## src/rtl/instr_encoder_if.sv

```systemverilog
// Instruction-field input handshake plus instruction-memory write port of the encoder.
interface instr_encoder_if #(
  parameter int ADDR_W = 10
);
  logic              in_valid;
  logic              in_ready;
  logic [4:0]        mnem;
  logic [4:0]        rs;
  logic [4:0]        rt;
  logic [4:0]        rd;
  logic [4:0]        shamt;
  logic [15:0]       imm;
  logic [25:0]       target;
  logic              imem_we;
  logic [ADDR_W-1:0] imem_addr;
  logic [31:0]       imem_wdata;

  modport master (
    output in_valid, mnem, rs, rt, rd, shamt, imm, target,
    input  in_ready, imem_we, imem_addr, imem_wdata
  );

  modport slave (
    input  in_valid, mnem, rs, rt, rd, shamt, imm, target,
    output in_ready, imem_we, imem_addr, imem_wdata
  );
endinterface

```

## src/rtl/instr_encoder.sv

```systemverilog
// Encodes mnemonic/field tuples into MIPS words and streams them into instruction memory.
// One-cycle write latency; in_ready drops once finish is seen or the last address is used.
module instr_encoder #(
  parameter int ADDR_W = 10
) (
  input  logic                clk,
  input  logic                rst_n,
  input  logic                start,
  input  logic [ADDR_W-1:0]   base_addr,
  input  logic                finish,
  instr_encoder_if.slave      bus,
  output logic [ADDR_W:0]     count,
  output logic                err,
  output logic                full,
  output logic                done
);

  typedef enum logic [1:0] {IDLE, RUN, DONE} state_t;

  state_t            state, state_nx;
  logic [ADDR_W-1:0] ptr;
  logic              closing;
  logic              hit_last;
  logic              we_q;
  logic [ADDR_W-1:0] addr_q;
  logic [31:0]       wdata_q;
  logic              ready;
  logic              xfer;
  logic              legal;
  logic              wr_go;
  logic [31:0]       enc;
  logic [5:0]        func;

  assign ready          = (state == RUN) && !full && !closing;
  assign xfer           = bus.in_valid && ready;
  assign legal          = (bus.mnem < 5'd28);
  assign wr_go          = xfer && legal;
  assign bus.in_ready   = ready;
  assign bus.imem_we    = we_q;
  assign bus.imem_addr  = addr_q;
  assign bus.imem_wdata = wdata_q;

  always_comb begin
    func = 6'd0;
    case (bus.mnem)
      5'd1:    func = 6'd3;
      5'd2:    func = 6'd2;
      5'd3:    func = 6'd32;
      5'd4:    func = 6'd33;
      5'd5:    func = 6'd34;
      5'd6:    func = 6'd36;
      5'd7:    func = 6'd37;
      5'd8:    func = 6'd39;
      5'd9:    func = 6'd42;
      5'd10:   func = 6'd43;
      5'd13:   func = 6'd38;
      default: func = 6'd0;
    endcase
  end

  // Shifts take their source from rt and ignore rs; other R-types ignore shamt.
  always_comb begin
    enc = 32'd0;
    case (bus.mnem)
      5'd0, 5'd1, 5'd2:
        enc = {6'd0, 5'd0, bus.rt, bus.rd, bus.shamt, func};
      5'd3, 5'd4, 5'd5, 5'd6, 5'd7, 5'd8, 5'd9, 5'd10, 5'd13:
        enc = {6'd0, bus.rs, bus.rt, bus.rd, 5'd0, func};
      5'd11:   enc = {6'd0, bus.rs, 15'd0, 6'd8};
      5'd12:   enc = 32'h0000_000C;
      5'd14:   enc = {6'd1, bus.rs, 5'd1, bus.imm};
      5'd15:   enc = {6'd2, bus.target};
      5'd16:   enc = {6'd3, bus.target};
      5'd17:   enc = {6'd4,  bus.rs, bus.rt, bus.imm};
      5'd18:   enc = {6'd5,  bus.rs, bus.rt, bus.imm};
      5'd19:   enc = {6'd8,  bus.rs, bus.rt, bus.imm};
      5'd20:   enc = {6'd12, bus.rs, bus.rt, bus.imm};
      5'd21:   enc = {6'd9,  bus.rs, bus.rt, bus.imm};
      5'd22:   enc = {6'd10, bus.rs, bus.rt, bus.imm};
      5'd23:   enc = {6'd13, bus.rs, bus.rt, bus.imm};
      5'd24:   enc = {6'd14, bus.rs, bus.rt, bus.imm};
      5'd25:   enc = {6'd37, bus.rs, bus.rt, bus.imm};
      5'd26:   enc = {6'd35, bus.rs, bus.rt, bus.imm};
      5'd27:   enc = {6'd43, bus.rs, bus.rt, bus.imm};
      default: enc = 32'd0;
    endcase
  end

  always_ff @(posedge clk or negedge rst_n) begin
    if (!rst_n) state <= IDLE;
    else        state <= state_nx;
  end

  always_comb begin
    state_nx = state;
    case (state)
      IDLE, DONE: if (start) state_nx = RUN;
      RUN:        if (closing || (finish && !wr_go)) state_nx = DONE;
      default:    state_nx = IDLE;
    endcase
  end

  // closing marks a session whose final write is in flight; DONE follows one cycle later.
  always_ff @(posedge clk or negedge rst_n) begin
    if (!rst_n) begin
      ptr      <= '0;
      count    <= '0;
      err      <= 1'b0;
      full     <= 1'b0;
      done     <= 1'b0;
      closing  <= 1'b0;
      hit_last <= 1'b0;
      we_q     <= 1'b0;
      addr_q   <= '0;
      wdata_q  <= 32'd0;
    end else begin
      we_q <= 1'b0;
      if (state != RUN) begin
        if (start) begin
          ptr      <= base_addr;
          count    <= '0;
          err      <= 1'b0;
          full     <= 1'b0;
          done     <= 1'b0;
          closing  <= 1'b0;
          hit_last <= 1'b0;
        end
      end else if (closing) begin
        done    <= 1'b1;
        full    <= hit_last;
        closing <= 1'b0;
      end else begin
        if (wr_go) begin
          we_q    <= 1'b1;
          addr_q  <= ptr;
          wdata_q <= enc;
          count   <= count + 1'b1;
          if (&ptr) begin
            closing  <= 1'b1;
            hit_last <= 1'b1;
          end else begin
            ptr <= ptr + 1'b1;
          end
        end
        if (xfer && !legal) err <= 1'b1;
        if (finish) begin
          if (wr_go) closing <= 1'b1;
          else       done    <= 1'b1;
        end
      end
    end
  end

endmodule
```

## src/flat_wrapper.sv

```systemverilog
// flat-port wrapper written by rule: the top's interface ports become plain ports
module instr_encoder_flat 
#(
  parameter int ADDR_W = 10
)
  (clk, rst_n, start, base_addr, finish, count, err, full, done, bus_in_valid, bus_mnem, bus_rs, bus_rt, bus_rd, bus_shamt, bus_imm, bus_target, bus_in_ready, bus_imem_we, bus_imem_addr, bus_imem_wdata);
  instr_encoder_if #(.ADDR_W(ADDR_W)) bus_i ();
  input  logic clk;
  input  logic rst_n;
  input  logic start;
  input  logic [ADDR_W-1:0] base_addr;
  input  logic finish;
  output logic [ADDR_W:0] count;
  output logic err;
  output logic full;
  output logic done;
  input wire logic [$bits(bus_i.in_valid)-1:0] bus_in_valid;
  input wire logic [$bits(bus_i.mnem)-1:0] bus_mnem;
  input wire logic [$bits(bus_i.rs)-1:0] bus_rs;
  input wire logic [$bits(bus_i.rt)-1:0] bus_rt;
  input wire logic [$bits(bus_i.rd)-1:0] bus_rd;
  input wire logic [$bits(bus_i.shamt)-1:0] bus_shamt;
  input wire logic [$bits(bus_i.imm)-1:0] bus_imm;
  input wire logic [$bits(bus_i.target)-1:0] bus_target;
  output wire logic [$bits(bus_i.in_ready)-1:0] bus_in_ready;
  output wire logic [$bits(bus_i.imem_we)-1:0] bus_imem_we;
  output wire logic [$bits(bus_i.imem_addr)-1:0] bus_imem_addr;
  output wire logic [$bits(bus_i.imem_wdata)-1:0] bus_imem_wdata;
  assign bus_i.in_valid = bus_in_valid;
  assign bus_i.mnem = bus_mnem;
  assign bus_i.rs = bus_rs;
  assign bus_i.rt = bus_rt;
  assign bus_i.rd = bus_rd;
  assign bus_i.shamt = bus_shamt;
  assign bus_i.imm = bus_imm;
  assign bus_i.target = bus_target;
  assign bus_in_ready = bus_i.in_ready;
  assign bus_imem_we = bus_i.imem_we;
  assign bus_imem_addr = bus_i.imem_addr;
  assign bus_imem_wdata = bus_i.imem_wdata;
  instr_encoder #(.ADDR_W(ADDR_W)) u_core (.clk(clk), .rst_n(rst_n), .start(start), .base_addr(base_addr), .finish(finish), .bus(bus_i), .count(count), .err(err), .full(full), .done(done));
endmodule
```

## config.mk

```make
export PLATFORM = sky130hd
export DESIGN_NAME = instr_encoder_flat
export DESIGN_NICKNAME = d
export VERILOG_FILES = /design/src/rtl/instr_encoder_if.sv /design/src/rtl/instr_encoder.sv /design/src/flat_wrapper.sv
export SDC_FILE = /design/constraint.sdc
export NUM_CORES = 1
export LEC_CHECK = 0
export CAP_MARGIN = 20
export CORE_ASPECT_RATIO = 0.8
export CORE_MARGIN = 5
export CORE_UTILIZATION = 45
export CTS_CLUSTER_SIZE = 10
export DETAILED_ROUTE_END_ITERATION = 6
export PLACE_DENSITY = 0.86
export SLEW_MARGIN = 0
export SYNTH_ARGS = -nofsm -noshare
export SYNTH_HDL_FRONTEND = slang
export SYNTH_SLANG_ARGS = --single-unit
```

## constraint.sdc

```tcl
create_clock -name clk -period 2 [get_ports clk]
set_input_delay 0.2 -clock clk [delete_from_list [all_inputs] [get_ports clk]]
set_output_delay 0.2 -clock clk [all_outputs]
set_load 0.1 [all_outputs]
```

# Word-level counts from Yosys, hierarchy flattened
# Memories as Yosys holds them, arrays and structs flattened.
# Index checks and enable logic that the tools add are counted.
dict set report totals {
  ff_bits 71
  latch_bits 0
  ramBits 0
  romBits 80
  inputBits 82
  out_inout_bits 58
  wordCells 120
  n_memories 1
}
dict set report op_classes {
  n_addsub 2
  multipliers 0
  div_mod_pow 0
  n_lt_le_gt_ge 1
  n_eq_ne 36
  shift 0
  n_mux 37
  n_bitwise 2
  n_reduce_logical 30
}
# memory depth word_bits rd rd_ports_with_merged_regs wr line_no
set mem_list {}
lappend mem_list {{(no name shown)} 16 5 1 0 0 instr_encoder.sv:45} ;# case (bus.mnem)
# cell count
set op_table {}
lappend op_table {{$pmux 32 s18} 1}
lappend op_table {{$eq 5x5->1 const B} 12}
lappend op_table {{$mux 10} 5}
lappend op_table {{$mux 11} 4}
lappend op_table {{$eq 5x4->1 const B} 8}
lappend op_table {{$mux 1} 23}
lappend op_table {{$eq 5x3->1 const B} 4}
lappend op_table {{$reduce_and 3->1} 4}
lappend op_table {{$add 11x1->11 const B} 1}
lappend op_table {{$add 10x1->10 const B} 1}
lappend op_table {{$eq 5x2->1 const B} 2}
lappend op_table {{$reduce_and 10->1} 1}
lappend op_table {{$reduce_or 9->1} 1}
lappend op_table {{$ne 2x2->1 const B} 4}
lappend op_table {{$reduce_and 4->1} 2}
lappend op_table {{$reduce_bool 2->1} 4}
lappend op_table {{$logic_and 1x1->1} 6}
lappend op_table {{$mux 6} 1}
lappend op_table {{$eq 5x1->1 const B} 1}
lappend op_table {{$logic_not 5->1} 1}
lappend op_table {{$lt 5x5->1 const B} 1}
lappend op_table {{$logic_not 1->1} 4}
lappend op_table {{$mux 2} 2}
lappend op_table {{$ne 2x1->1 const B} 2}
lappend op_table {{other kinds (11)} 13}

# Longest topological paths before layout
# Gate-level depths: netlist of run 1.
dict set report depth {
  ltp_word 10
  mapped_depth 8
  mapped_depth_nobuf 6
}

# Least setup slack after synthesis of run 1
# No wires, ideal clock.
dict set report synth_path {
  kind {reg2reg}
  startpoint {reg u_core.full}
  endpoint {reg u_core.count[8]}
  setup_ns 0.078
  arrival_ns 3.064
  required_time_ns 1.922
  setup_slack_ns -1.142
  stages_incl_launch_ff 5
  n_path_buf 0
  synth_period_minus_slack_ns 3.142
  cell_sequence {dfrtp_1 -> nor4b_4 -> nand4_2 -> or3_1 -> a21oi_1}
}
dict set report synth_between {
  elab_chain_cells 7
}
# element line_no
set synth_rtl {}
lappend synth_rtl {{start, declared} instr_encoder.sv:14} ;# output logic full,
lappend synth_rtl {{start signal, assigned} instr_encoder.sv:130} ;# full <= hit_last;
lappend synth_rtl {{$logic_not 1->1} instr_encoder.sv:34} ;# assign ready = (state == RUN) && !full && !closing;
lappend synth_rtl {{$logic_and 1x1->1 (2 in series)} instr_encoder.sv:34}
lappend synth_rtl {{named net bus_in_ready} flat_wrapper.sv:25} ;# output wire logic [$bits(bus_i.in_ready)-1:0] bus_in_ready;
lappend synth_rtl {{$logic_and 1x1->1} instr_encoder.sv:35} ;# assign xfer = bus.in_valid && ready;
lappend synth_rtl {{$logic_and 1x1->1} instr_encoder.sv:37} ;# assign wr_go = xfer && legal;
lappend synth_rtl {{$reduce_bool 2->1 (no source line)} n/a}
lappend synth_rtl {{$reduce_and 3->1 (no source line)} n/a}
lappend synth_rtl {{end signal, assigned} instr_encoder.sv:137} ;# count <= count + 1'b1;
lappend synth_rtl {{end, declared} instr_encoder.sv:12} ;# output logic [ADDR_W:0] count,
# The timed path passes the listed nets, and every way through them passes these cells.
# A chain may end at the register's enable or synchronous reset.

# Worst setup path after layout of run 1
dict set report layout_path {
  startpoint {reg u_core.full}
  endpoint {reg u_core.count[5]}
}
dict set report layout_between {
  elab_chain_cells 7
}
# element line_no
set layout_rtl {}
lappend layout_rtl {{$logic_not 1->1} instr_encoder.sv:34}
lappend layout_rtl {{$logic_and 1x1->1 (2 in series)} instr_encoder.sv:34}
lappend layout_rtl {{$logic_and 1x1->1} instr_encoder.sv:35}
lappend layout_rtl {{$logic_and 1x1->1} instr_encoder.sv:37}
lappend layout_rtl {{$reduce_bool 2->1 (no source line)} n/a}
lappend layout_rtl {{$reduce_and 3->1 (no source line)} n/a}
# Every way passes these cells.

==> impl_metrics.yaml, run 1 <==
power:
  total_power_w: 0.00986
  vdd_drop_max_mv: 1.34
  p_switching_w: 0.00553
  power.leakage_nw: 2.61
  pwr-share-clk: 0.146
  internal_power_w: 0.00433
  power.combinational.fraction: 0.609
  powerDensity_mw_per_mm2: 1690
  sw_frac_of_total: 0.561
  seqPwrFrac: 0.245
worst_setup_path:
  path_class: "flip-flop to flip-flop"
  cp-start-kind: "flip-flop"
  crit_path_top_delay_cell: "dfrtp_4"
  slowest_delay_ns: 0.50
  crit_arrival_ns: 2.14
  crit_chain: "nor4b_4 > buf_4 > nand4_1 > or3_1 > a21oi_1"
  cp_num_buf_inv: 1
  required_ns: 2.28
  worstPathMaxFanout: 6
  critPathTopFamily: "simple AND/OR/NAND/NOR gates"
  endpoint_kind: "flip-flop"
floorplanning:
  io_pins: 140
  die_area_mm2: 0.0105
  die_h_um: 92.9
  start_util: 0.457
  core-area_mm2: 0.00845
  die_x_um: 114
  rows: 30
synth:
  yosys_most_used_dff: "dfrtp_1"
  synth-seq-area-share: 0.454
  synth_cells: 439
  ys_warn_count: 0
  yosys-top-cells-area: "dfrtp_1 (45%), nand2_1 (6.9%), a21oi_1 (4.8%)"
  synth-async-reset-ratio: 1.00
  yosys.area.top_type: "dfrtp_1"
  synth_top_area_frac: 0.454
  ys_seq_elements: 70
  yosysUniqueCellTypes: 64
  synth_area_per_cell_um2: 8.80
  syn_area_mm2: 0.00386
  syn-num-nets: 527
  synth_edf_count: 0
route:
  drtIter0Drc: 301
  wl_um: 12400
  drcViolationCount: 0
  via_count: 4121
  postRouteAntennaNets: 0
  vias_per_cell: 5.71
  first_pass_iters: 5
  routedWlPerCell_um: 17.1
finish:
  n_fill_cell: 694
  drive_gt1_frac: 0.233
  multi_input_area_mm2: 0.00195
  fin_area_mm2: 0.00583
  area_delta_synth_final_pct: 51.1
  regArea_mm2: 0.00176
  fin_cells: 722
  final_nets: 693
  antenna_cells: 0
clock_network:
  clockBufferDepth: 2
  cts-root-buf: "clkbuf_8"
  numCtsBuffers: 9
  cts_tree: "yes"
  clock_latency_ns: 0.35
  clkSinkCount: 70
  htreeDepth: 3
  clk_pin_slew_ns: 0.08
global_route:
  grt_pass1_vias: 4160
  grt_usage: 0.236
  grt_overflow: 0
  grt_start_max_net_pins: 30
  antenna_found_initial: 0
  grt_pass1_wl_um: 20000
timing:
  fin_crit_ns: 1.86
  clock_skew_ns: 0.0108
  min_period_over_period: 0.928
  finalHoldViolations: 0
  worstMarginPinSlew_ns: 0.556
  finalMaxSlewViolations: 0
  slew-limit-headroom: 0.627
  worst_slack_ns: 0.144
  fin_tns_setup_ns: 0
  setup_viol: 0
  fmax_mhz: 539
  rsz0062_at_grt: "false"
run:
  drv_cap: 0
place:
  hpwlAfterDp_um: 9260
  pre_cts_slack_ns: -0.371
  port_buffers: 138
  dpl-instance-area_mm2: 0.00555
  place_congestion: 0.906
  place_inst: 704
run_status:
  status: "finished, final reports clean"
min_path:
  min_path_type: "primary input to async pin"
==> synthesized netlist by cell type, types with 5 or more instances <==
| master | number |
|---|---|
| clkbuf_1 | 17 |
| o211ai_1 | 6 |
| nand4_1 | 6 |
| a221oi_1 | 7 |
| o21ai_0 | 27 |
| nor2_1 | 31 |
| o21ai_1 | 11 |
| o221ai_1 | 5 |
| dfrtp_1 | 70 |
| buf_2 | 15 |
| ha_1 | 6 |
| inv_1 | 9 |
| or3_1 | 7 |
| nand3_1 | 18 |
| nand2_1 | 71 |
| nand2b_1 | 6 |
| a222oi_1 | 11 |
| a21oi_1 | 37 |
| nor3_1 | 9 |
==> per-stage QoR <==
step,util,hold slack [ns]
finish,0.691,0.345
detailed placement,0.657,0.192
global placement,0.657,0.183
CTS,0.687,0.350
floorplan,-,-0.0956
global route,0.691,0.380
==> layer usage <==
layer	part of all wire	up-vias	GRT usage
met5	0	-	0
met1	0.43	1970	0.306
li1	-	1953	-
met3	0.095	13	0.0679
met4	0.012	0	0.0721
met2	0.47	185	0.381
==> state kept, by name (all words and copies together) (netlist names) <==
name                   count
u_core.done                1
u_core.bus.imem_wdata     31
u_core.err                 1
u_core.ptr                10
u_core.count              11
u_core.bus.imem_addr      10
u_core.state               2
u_core.bus.imem_we         1
u_core.closing             1
u_core.hit_last            1
u_core.full                1
==> layout by cell type, fill, tap and decap left out, types with 9 or more instances in the layout <==
master	instances
clkbuf_8	10
o21ai_0	26
a21oi_1	37
buf_4	102
a222oi_1	11
inv_1	9
nand3_1	18
dfrtp_1	69
clkdlybuf4s50_1	78
o21ai_1	12
nand2_1	71
nor2_1	31
==> kinds of logic after synthesis <==
family | share of synthesized area
simple gates | 0.217
fa+ha+maj | 0.0194
mux | 0.0139
compound gates | 0.238
other cells | 0.000971
flops | 0.454
buf+inv | 0.0496
xor+xnor | 0.00681
==> path summary, 6_finish.rpt <==
path / start / endpoint / slack, ns / depth (start not counted)
min in group clk: bus_rt[1] / u_core.bus.imem_wdata[17] / 0.40 / 3
max in group asynchronous: rst_n / u_core.bus.imem_wdata[27] / 1.08 / 3
setup reg to reg: u_core.full / u_core.count[5] / 0.14 / 5
hold reg to reg: u_core.bus.imem_addr[4] / u_core.bus.imem_addr[4] / 0.48 / 2
hold / removal: rst_n / u_core.ptr[8] / 0.34 / 2
setup / recovery: u_core.full / u_core.count[5] / 0.14 / 5
==> power groups by stage <==
stage	Combinational, W	Sequential [W]	Clock, W
final	0.00601	0.00241	0.00144
after global routing	0.00629	0.00250	0.00152
after CTS	0.00602	0.00241	0.00146
after detailed placement	0.00601	0.00243	0
after global placement	0.00593	0.00240	0
after floorplan	0.00146	0.00538	0
==> cell type report <==
cell class	count	area share
flip-flops and latches	70	0.301
inverters	10	0.00643
multi-input cells	324	0.334
clock inverters	5	0.0182
clock buffers	11	0.0242
well taps	112	0.0240
repair buffers	190	0.293
==> what timing repair did <==
item,4_1_cts,5_1_grt
gates resized for setup,0,6
setup endpoints to repair,0,14
hold buffers,1,0
buffers inserted,0,1
endpoints found under the hold margin,18,0
==> worst register-to-register path, cell delays in order, from the launching register on <==
cell     delay (ns)
dfrtp_4        0.50
nor4b_4        0.34
buf_4          0.22
nand4_1        0.22
or3_1          0.37
a21oi_1        0.15
Power figures use the tool's default switching activity.
==> inputs of run 2 (changes only) <==
- SKIP_CTS_REPAIR_TIMING: not set -> 1
==> run 2 against run 1 <==
Net effect: combinational power barely moved; wire length rose by 0.19%; maximum frequency is essentially flat; power about the same; critical path depth did not move; register-to-register slack about the same; sequential cell count unchanged; first-iteration DRC count grew 6.6%; design area unchanged; largest cell class unchanged.
==> impl_metrics.yaml, run 2 (same netlist as run 1, synthesis figures left out) <==
finish:
  n_fill_cell: 694
  fin_cells: 722
  final_common_cell: "buf_4"
  multi_input_area_mm2: 0.00195
  fin_area_mm2: 0.00583
  layout_common_cells: "buf_4 (102), clkdlybuf4s50_1 (78), nand2_1 (71), dfrtp_1 (69), a21oi_1 (37)"
  regArea_mm2: 0.00176
  area_delta_synth_final_pct: 51.1
  final_nets: 693
  largest_reg_flops: 31
  drive_gt1_frac: 0.233
  antenna_cells: 0
timing:
  rsz0062_at_grt: "false"
  whs_ns: 0.345
  finalMaxSlewViolations: 0
  fin_crit_ns: 1.86
  worstMarginPinSlew_ns: 0.547
  min_period_over_period: 0.928
  setup_viol: 0
  clock_skew_ns: 0.0104
  finalHoldViolations: 0
  fmax_mhz: 539
  fin_tns_setup_ns: 0
  slew-limit-headroom: 0.635
floorplanning:
  die_h_um: 92.9
  die_x_um: 114
  die_area_mm2: 0.0105
  rows: 30
  core-area_mm2: 0.00845
  start_util: 0.457
  io_pins: 140
clock_network:
  clockBufferDepth: 2
  cts_tree: "yes"
  clk_pin_slew_ns: 0.08
  cts-root-buf: "clkbuf_8"
  clkSinkCount: 70
  numCtsBuffers: 9
  clock_latency_ns: 0.35
  htreeDepth: 3
place:
  hpwlAfterDp_um: 9260
  port_buffers: 138
  place_congestion: 0.906
  place_inst: 704
  dpl-instance-area_mm2: 0.00555
run:
  drv_cap: 0
worst_setup_path:
  path_class: "flip-flop to flip-flop"
  rr_endpoint: "u_core.count[5]"
  crit_chain: "nor4b_4 > buf_4 > nand4_1 > or3_1 > a21oi_1"
  cp_num_buf_inv: 1
  crit_path_top_delay_cell: "dfrtp_4"
  critPathTopFamily: "simple AND/OR/NAND/NOR gates"
  r2r-start: "u_core.full"
  cp-start-kind: "flip-flop"
  r2r_slack_ns: 0.14
  crit_arrival_ns: 2.14
  worstPathMaxFanout: 6
  required_ns: 2.28
  endpoint_kind: "flip-flop"
  slowest_delay_ns: 0.50
  worstRegToRegCells: 5
run_status:
  status: "finished, final reports clean"
power:
  vdd_drop_max_mv: 1.34
  power.leakage_nw: 2.61
  powerDensity_mw_per_mm2: 1690
global_route:
  grt_overflow: 0
  grt_usage: 0.236
  antenna_found_initial: 0
  grt_start_max_net_pins: 30
  grt_pass1_wl_um: 20000
  grt_pass1_vias: 4160
route:
  vias_per_cell: 5.72
  wl_um: 12400
  drtIter0Drc: 321
  postRouteAntennaNets: 0
  routedWlPerCell_um: 17.1
  first_pass_iters: 6
  drcViolationCount: 0
  via_count: 4128
min_path:
  min_path_type: "primary input to async pin"
## run 2: worst max path at each step
stage	depth (start not counted)	end	slack, ns	from
after detailed placement	8	u_core.bus.imem_wdata[13]	-0.37	bus_mnem[1]
after global placement	8	u_core.bus.imem_wdata[13]	-0.21	bus_mnem[1]
after CTS	8	u_core.bus.imem_wdata[13]	0.02	bus_mnem[1]
final	5	u_core.count[5]	0.14	u_core.full
after global routing	5	u_core.count[7]	0.01	u_core.full
after floorplan	6	u_core.count[0]	-0.91	u_core.full
## run 2: through the flow
step / worst slack [ns] / power [W] / util
final: 0.143 / 0.00987 / 0.691
after global routing: 0.0149 / 0.0103 / 0.691
after CTS: 0.0198 / 0.00989 / 0.686
after detailed placement: -0.371 / 0.00844 / 0.657
after global placement: -0.211 / 0.00834 / 0.657
after floorplan: -0.907 / 0.00684 / -
## run 2: where the power goes
group / switching (W) / internal (W)
Combinational: 0.00451 / 0.00150
Sequential: 0.000445 / 0.00197
Clock: 0.000574 / 0.000866
Total: 0.00553 / 0.00433
## run 2: area by class of cell
type	instances	share of cell area
Multi-Input combinational cell	324	0.334
Sequential cell	70	0.301
Timing Repair Buffer	190	0.293
Clock buffer	11	0.0242
Tap cell	112	0.0240
Clock inverter	5	0.0182
Inverter	10	0.00643
## run 2: metal layers
layer	track usage	wire length [um]	up-vias
met5	0	0	-
li1	-	-	1954
met1	0.306	5320	1972
met2	0.381	5750	189
met3	0.0679	1160	13
met4	0.0721	148	0
## run 2: worst register-to-register path: stages (launching register included)
cell,delay [ns]
dfrtp_4,0.50
nor4b_4,0.34
buf_4,0.22
nand4_1,0.22
or3_1,0.37
a21oi_1,0.15
==> inputs of run 3 (changes only) <==
- HOLD_SLACK_MARGIN: not set -> 0.05
- clock period: 2 -> 1.8 ns (I/O delays scaled with it)
==> run 3 against run 2 <==
Net effect: the run now ends with negative setup slack left; design area rose by 4.0%; power rose by 13%; register-to-register slack got worse by 0.17 ns; hold slack improved by 0.040 ns; maximum frequency rose by 1.6%; largest power group unchanged.
==> impl_metrics.yaml, run 3 (same netlist as run 1, synthesis figures left out) <==
clock_network:
  numCtsBuffers: 9
  cts_tree: "yes"
  clk_pin_slew_ns: 0.08
  htreeDepth: 3
  clock_latency_ns: 0.35
  cts-root-buf: "clkbuf_8"
  clkSinkCount: 70
  clockBufferDepth: 2
timing:
  finalMaxSlewViolations: 0
  rsz0062_at_grt: "true"
  whs_ns: 0.386
  worstMarginPinSlew_ns: 0.560
  finalHoldViolations: 0
  clock_skew_ns: 0.0110
  worst_slack_ns: -0.0269
  slew-limit-headroom: 0.623
  min_period_over_period: 1.01
  fmax_mhz: 547
  setup_viol: 2
  fin_crit_ns: 1.83
floorplanning:
  start_util: 0.457
  die_h_um: 92.9
  die_x_um: 114
  core-area_mm2: 0.00845
  io_pins: 140
  die_area_mm2: 0.0105
  rows: 30
route:
  postRouteAntennaNets: 0
  drcViolationCount: 0
  drtIter0Drc: 283
  routedWlPerCell_um: 17.5
  first_pass_iters: 6
  vias_per_cell: 5.77
  wl_um: 12900
  via_count: 4283
finish:
  n_fill_cell: 628
  largest_reg_flops: 31
  final_common_cell: "buf_4"
  final_util: 0.718
  final_nets: 713
  layout_common_cells: "buf_4 (117), clkdlybuf4s50_1 (78), nand2_1 (71), dfrtp_1 (69), a21oi_1 (33)"
  fin_cells: 742
  area_delta_synth_final_pct: 57.1
  drive_gt1_frac: 0.276
  antenna_cells: 0
place:
  pre_cts_slack_ns: -0.591
  place_congestion: 0.897
  port_buffers: 138
  hpwlAfterDp_um: 9460
  place_inst: 719
worst_setup_path:
  required_ns: 2.08
  slowest_delay_ns: 0.43
  endpoint_kind: "flip-flop"
  crit_path_top_delay_cell: "or3_1"
  crit_arrival_ns: 2.11
  path_class: "flip-flop to flip-flop"
  crit_chain: "nor4b_4 > buf_4 > nand4_1 > or3_1 > a21oi_2"
  critPathTopFamily: "simple AND/OR/NAND/NOR gates"
  cp_num_buf_inv: 1
  r2r_slack_ns: -0.03
  cp-start-kind: "flip-flop"
  worstPathMaxFanout: 6
global_route:
  antenna_found_initial: 0
  grt_usage: 0.236
  grt_start_max_net_pins: 71
  grt_pass1_vias: 4159
  grt_pass1_wl_um: 20200
  grt_overflow: 0
power:
  vdd_drop_max_mv: 1.60
  power.leakage_nw: 2.72
  powerDensity_mw_per_mm2: 1840
run_status:
  violations: "negative setup slack"
  status: "complete, but fails checks"
run:
  drv_cap: 0
min_path:
  min_path_type: "primary input to async pin"
## run 3: tightest hold or removal path: cells and delay by family
family / cells / cell delay (ns)
buffers and inverters: 3 / 0.96
## run 3: area by class of cell
cell class                 instances  area, um^2  share of cell area
tap                              112         140              0.0231
clock inverter                     5        81.3              0.0134
inverter                          10        42.5             0.00701
sequential                        70        1760               0.289
clock buffer                      11         151              0.0250
timing repair buffer             209        1890               0.311
multi-input combinational        325        2010               0.331
## run 3: worst paths after layout
kind | startpoint | endpoint | cells after the start
worst max register to register | u_core.closing | u_core.count[9] | 5
worst max-delay path | u_core.closing | u_core.count[9] | 5
max in group asynchronous | rst_n | u_core.full | 3
worst min-delay path | rst_n | u_core.bus.imem_addr[4] | 3
worst min register to register | u_core.bus.imem_addr[2] | u_core.bus.imem_addr[2] | 2
min in group clk | bus_imm[2] | u_core.bus.imem_wdata[2] | 3
## run 3: per-stage QoR
step | cell area [um^2] | total power, W | setup TNS (ns)
detailed placement | 5670 | 0.00953 | -14.83
global placement | 5670 | 0.00936 | -10.14
finish | 6070 | 0.0112 | -0.0397
CTS | 5910 | 0.0110 | -3.78
floorplan | 3880 | 0.00760 | -70.26
global route | 6070 | 0.0117 | -1.00
## run 3: report_power, final
| group | leakage [nW] | internal (W) | total (W) | switching, W |
|---|---|---|---|---|
| sequential | 0.877 | 0.00219 | 0.00270 | 0.000513 |
| clock | 0.116 | 0.000857 | 0.00149 | 0.000631 |
| combinational | 1.73 | 0.00185 | 0.00699 | 0.00513 |
## run 3: metal layers
| metal | vias up | GRT usage | routed length (um) |
|---|---|---|---|
| met5 | - | 0 | 0 |
| li1 | 2004 | - | - |
| met3 | 23 | 0.0673 | 1320 |
| met1 | 2042 | 0.304 | 5320 |
| met4 | 0 | 0.0611 | 155 |
| met2 | 214 | 0.391 | 6150 |
==> patch 1: new RTL, settings of run 1 <==
`ADDR_W` is set to 10 in 3 places; all go to 11.
--- a/src/rtl/instr_encoder_if.sv
+++ b/src/rtl/instr_encoder_if.sv
@@ -2,3 +2,3 @@
 interface instr_encoder_if #(
-  parameter int ADDR_W = 10
+  parameter int ADDR_W = 11
 );
--- a/src/rtl/instr_encoder.sv
+++ b/src/rtl/instr_encoder.sv
@@ -3,3 +3,3 @@
 module instr_encoder #(
-  parameter int ADDR_W = 10
+  parameter int ADDR_W = 11
 ) (
--- a/src/flat_wrapper.sv
+++ b/src/flat_wrapper.sv
@@ -3,3 +3,3 @@
 #(
-  parameter int ADDR_W = 10
+  parameter int ADDR_W = 11
 )
Ports: changed (resized base_addr, bus_imem_addr and count); port bits go from 140 to 143. The function was not compared with the original's and may differ.
==> patch 1 against run 1 <==
- clock power down 17%
- synthesized area increased by 2.5%
- routed wire length is 9.4% higher
- first-iteration DRC count up 32%
- sequential power grew 5%
- critical path depth up 2
- fmax is 3.6% lower
- non-clock buffer count up 11
- sequential cell count grew 3
- worst setup slack got worse by 0.069 ns
- design area grew 4.4%
- total power up 3.0%
- utilization increased by 2.4 points
- global-route usage rose by 1.5 points
==> patch 1: results (changes against run 1) <==
The total met3 wirelength after detailed routing came out at 1450 µm (was 1170 µm). The number of nets at the end of the flow came out at 727 (was 693). The largest net degree at the start of global routing came out at 58 (was 30).

The post-layout instance area came out at 0.00609 mm² (was 0.00583 mm²). The post-cts repair resize count came out at 24 (was 0). The count of placed standard cells in the final layout, fillers left out came to 755 (was 722). The wire length of the first global-routing pass came out at 21700 µm (was 20000 µm).

The post-synthesis net count is 545 (was 527). The gate count after technology mapping is 456 (was 439). The met3 track demand over resource in global routing came out at 7.28% (was 6.79%). Result of the run: finished, final reports clean (unchanged). The total global routing track utilization is 25.1% (was 23.6%). The share of the yosys chip area belonging to registers is 46.1% (was 45.4%). The placement-stage worst setup slack came out at -0.582 ns (was -0.371 ns). The class of the worst hold path is primary input to register (was primary input to async pin). The share of layout cells above drive strength 1 is 26.4% (was 23.3%). The maximum fanout encountered on the critical timing path is 8 (was 6). The multi-input logic portion of the cell area is 34.4% (was 33.4%). The number of library cell types mapped by synthesis came to 58 (was 64). The termination of the worst setup path is u_core.bus.imem_wdata[7]$_DFFE_PN0P_ (was u_core.count[5]$_DFFE_PN0P_).

The via count of the first global-routing pass was 4415 (was 4160). The critical register-to-register path endpoint is u_core.bus.imem_wdata[22]$_DFFE_PN0P_ (was u_core.count[5]$_DFFE_PN0P_). The global-route track usage on met2 came out at 39.1% (was 38.1%). The multi-input combinational cell count came out at 342 (was 324). The cell area after placement is 0.00569 mm² (was 0.00555 mm²). The detailed-routing wirelength on met1 is 5690 µm (was 5280 µm). The detailed-routed wire length on met2 came out at 6110 µm (was 5760 µm).

The fraction of area in clock buffers and inverters is 3.35% (was 4.25%). The post-detailed-routing wire length is 13500 µm (was 12400 µm). The first element of the critical path was bus_mnem[2] (was u_core.full$_DFFE_PN0P_). The static leakage power came out at 2.70 nW (was 2.61 nW).

The total area of sequential cells came out at 0.00183 mm² (was 0.00176 mm²). Cell types occupying the most area after synthesis: sky130_fd_sc_hd__dfrtp_1, sky130_fd_sc_hd__nand2_1, sky130_fd_sc_hd__a21oi_1 (unchanged). The worst clock skew was 0.00802 ns (was 0.0108 ns).

The DRC violation total after the first TritonRoute iteration came out at 396 (was 301). The clock buffer count in the final layout is 10 (was 11). The setup fix buffers added after clock tree synthesis came out at 3 (was 0).

The largest vdd supply drop is 1.66 mV (was 1.34 mV). The met1 demand-to-capacity share in global routing is 33.4% (was 30.6%). The via count normalized by instance count was 5.77 (was 5.71). The total half-perimeter wirelength after legalization and detailed placement came out at 9670 µm (was 9260 µm).

The total of fill cells in the finished design was 636 (was 694). The worst hold margin came out at 0.409 ns (was 0.345 ns). Most frequent cells after synthesis: sky130_fd_sc_hd__nand2_1, sky130_fd_sc_hd__dfrtp_1, sky130_fd_sc_hd__a21oi_1 (unchanged).
==> patch 1: critical path, cell delays in order <==
cell                              delay [ns]
sky130_fd_sc_hd__clkdlybuf4s50_1        0.46
sky130_fd_sc_hd__or4_4                  0.58
sky130_fd_sc_hd__a21oi_4                0.20
sky130_fd_sc_hd__buf_4                  0.15
sky130_fd_sc_hd__nor2_4                 0.07
sky130_fd_sc_hd__a222oi_1               0.38
sky130_fd_sc_hd__o21ai_1                0.09
==> patch 1: where the power goes <==
part	internal (mW)	leakage (nW)	switching, mW	total [mW]
Clock	0.615	0.107	0.578	1.19
Combinational	1.60	1.69	4.83	6.44
Sequential	2.06	0.904	0.470	2.53
==> patch 1: logic make-up after synthesis <==
logic type	synth area share (%)
flip-flops	46.1
AND/OR/NAND/NOR	21.0
multiplexers	0.790
other	0.0947
XOR/XNOR	1.99
adder cells (fa/ha/maj)	1.90
buffers and inverters	5.09
AO/OA/AOI/OAI	23.0
==> patch 2: new RTL, flow settings as in run 1 <==
Made on the original files. The 3 states of `state_t` get a one-hot encoding in 3 bits.
--- a/src/rtl/instr_encoder.sv
+++ b/src/rtl/instr_encoder.sv
@@ -17,3 +17,3 @@
 
-  typedef enum logic [1:0] {IDLE, RUN, DONE} state_t;
+  typedef enum logic [2:0] {IDLE = 3'b001, RUN = 3'b010, DONE = 3'b100} state_t;
 
Check against the original RTL: no difference found for any inputs over 10 cycles, from zero or initial values and one cycle with rst_n low; not proved beyond that.
==> patch 2 against run 1 <==
- routed wire length increased by 20%
- fmax decreased by 4.3%
- worst setup slack got worse by 0.084 ns
- synthesized area increased by 7.1%
- total power increased by 1.8%
- count of clock-buffer cells in the layout decreased by 1
- first-iteration DRC count increased by 54%
- sequential cell count increased by 1
- non-clock buffer count increased by 24
- design area increased by 12%
==> patch 2: results (changes against run 1) <==
Result of the run: finished, final reports clean (unchanged). The total half-perimeter wirelength after legalization and detailed placement came to 10600 µm (was 9260 µm). The initial antenna violation count came out at 0 (unchanged). Most frequent cells after synthesis: sky130_fd_sc_hd__dfrtp_1, sky130_fd_sc_hd__nand2_1, sky130_fd_sc_hd__nor2_1 (was sky130_fd_sc_hd__nand2_1, sky130_fd_sc_hd__dfrtp_1, sky130_fd_sc_hd__a21oi_1). The number of library cell types mapped by synthesis came out at 63 (was 64). The post-cts hold buffer count came out at 1 (unchanged). The setup fix buffers added after clock tree synthesis was 1 (was 0). The met1 demand-to-capacity share in global routing came out at 33.1% (was 30.6%). The detailed-routed wire length on met2 came out at 7370 µm (was 5760 µm). The latest clock arrival within the worst-skew pair came out at 0.33 ns (was 0.35 ns).

The via count of the first global-routing pass was 4589 (was 4160). The share of the yosys chip area belonging to registers is 43.0% (was 45.4%). The placement-stage worst setup slack came out at -0.578 ns (was -0.371 ns). The static leakage power is 2.89 nW (was 2.61 nW). The total of buffers placed on input and output ports is 138 (unchanged).

The CTS H-tree depth came out at 3 (unchanged). The worst hold margin is 0.281 ns (was 0.345 ns). The post-synthesis net count came out at 572 (was 527). The clock input transition at the sequential cells of the worst setup and hold paths came out at 0.06 ns (was 0.08 ns). The number of warning messages in the yosys log is 0 (unchanged). The post-cts repair resize count came to 14 (was 0). The largest vdd supply drop was 1.09 mV (was 1.34 mV). The global-route track usage on met2 is 41.9% (was 38.1%).

The critical path arrival is 2.19 ns (was 2.14 ns). The uppermost layer routed is met4 (unchanged). The largest net degree at the start of global routing came out at 32 (was 30). The total met3 wirelength after detailed routing was 1260 µm (was 1170 µm). Cell types occupying the most area after synthesis: sky130_fd_sc_hd__dfrtp_1, sky130_fd_sc_hd__nand2_1, sky130_fd_sc_hd__a21oi_1 (unchanged). The maximum fanout encountered on the critical timing path came out at 8 (was 6). The met3 track demand over resource in global routing was 6.10% (was 6.79%). The deepest clock path buffer count came to 2 (unchanged). The class of the worst hold path is primary input to async pin (unchanged). The flip-flop count of the largest register after layout came out at 31 (unchanged). The clock tree root driver cell is sky130_fd_sc_hd__clkbuf_16 (was sky130_fd_sc_hd__clkbuf_8). The number of buffers inserted during clock tree synthesis is 9 (unchanged). The wire length of the first global-routing pass came to 22300 µm (was 20000 µm). The slack of the worst reg-to-reg path came to 0.06 ns (was 0.14 ns).

The number of iterations in the first detailed-routing pass is 5 (unchanged). The worst clock skew came out at 0.00773 ns (was 0.0108 ns). The DRC violation total after the first TritonRoute iteration came out at 464 (was 301).

The portion of the clock cycle consumed by the worst path in the final layout came to 97.0% (was 92.8%). The detailed-routing wirelength on met1 was 5980 µm (was 5280 µm). The number of diodes added for antenna fixing is 0 (unchanged). The total via count after detailed routing came to 4725 (was 4121). The number of nets at the end of the flow was 757 (was 693).

The post-detailed-routing wire length is 14800 µm (was 12400 µm). The async set-or-reset flop fraction in the synthesized netlist came out at 100% (unchanged). The share of layout cells above drive strength 1 is 27.6% (was 23.3%). The routability congestion estimate was 0.875 (was 0.906). The total global routing track utilization came to 25.1% (was 23.6%).
patch 2: changes by cell type in the layout (fill, tap and decap cells not counted), moves of 4 or more:
cell	change
sky130_fd_sc_hd__nor2_1	+14
sky130_fd_sc_hd__clkbuf_16	+10
sky130_fd_sc_hd__o21ai_1	-12
sky130_fd_sc_hd__clkbuf_8	-10
sky130_fd_sc_hd__a221oi_1	+10
sky130_fd_sc_hd__o211ai_1	-4
sky130_fd_sc_hd__a21oi_1	-4
sky130_fd_sc_hd__inv_1	+4
sky130_fd_sc_hd__o31ai_1	+21
sky130_fd_sc_hd__buf_4	+20
sky130_fd_sc_hd__nand2_1	-7
sky130_fd_sc_hd__nand3_1	-4
sky130_fd_sc_hd__a222oi_1	-11
sky130_fd_sc_hd__a211oi_1	+12
patch 2: power breakdown:
group	switching [mW]	total (mW)	internal, mW
Clock	0.621	1.58	0.964
Combinational	4.43	5.99	1.56
Sequential	0.466	2.47	2.00
patch 2: area by class of cell:
type	count	area, µm²
clock inverters	6	61.3
clock buffers	10	229
fillers	642	2460
repair buffers	214	1930
inverters	15	56.3
multi-input cells	358	2340
flip-flops and latches	71	1780
well taps	115	144
patch 2: stage by stage:
stage          cells  cell area (µm²)
3_5_place_dp     762             5960
4_1_cts          780             6330
2_1_floorplan    484             4150
6_report         789             6540
3_3_place_gp     762             5960
5_1_grt          789             6540
patch 2: cells by family (layout without fill, tap and decap cells):
logic type / after synthesis / after routing / share of synthesized area (%)
adders and majority gates: 6 / 6 / 1.82
DFF: 71 / 71 / 43.0
AOI/OAI and AO/OA: 161 / 162 / 27.2
xor gates and xnor gates: 3 / 3 / 0.636
buffers and inverters: 56 / 245 / 5.48
muxes: 3 / 3 / 0.787
other: 1 / 1 / 0.0907
and+or+nand+nor: 183 / 183 / 21.0
patch 2: worst paths after layout:
| kind | start | end | depth (start not counted) |
|---|---|---|---|
| worst min register to register | u_core.bus.imem_addr[5]$_DFFE_PN0P_ | u_core.bus.imem_addr[5]$_DFFE_PN0P_ | 2 |
| min in group clk | bus_rt[2] | u_core.bus.imem_wdata[18]$_DFFE_PN0P_ | 3 |
| max in group asynchronous | rst_n | u_core.bus.imem_wdata[10]$_DFFE_PN0P_ | 3 |
| worst max-delay path | u_core.full$_DFFE_PN0P_ | u_core.count[4]$_DFFE_PN0P_ | 4 |
| worst max register to register | u_core.full$_DFFE_PN0P_ | u_core.count[4]$_DFFE_PN0P_ | 4 |
| worst min-delay path | rst_n | u_core.bus.imem_addr[0]$_DFFE_PN0P_ | 2 |
patch 2: worst max-delay path, stage by stage (launching register included):
cell	delay, ns
sky130_fd_sc_hd__dfrtp_4	0.47
sky130_fd_sc_hd__or3b_4	0.38
sky130_fd_sc_hd__or4_4	0.54
sky130_fd_sc_hd__or3_1	0.33
sky130_fd_sc_hd__a21oi_1	0.14
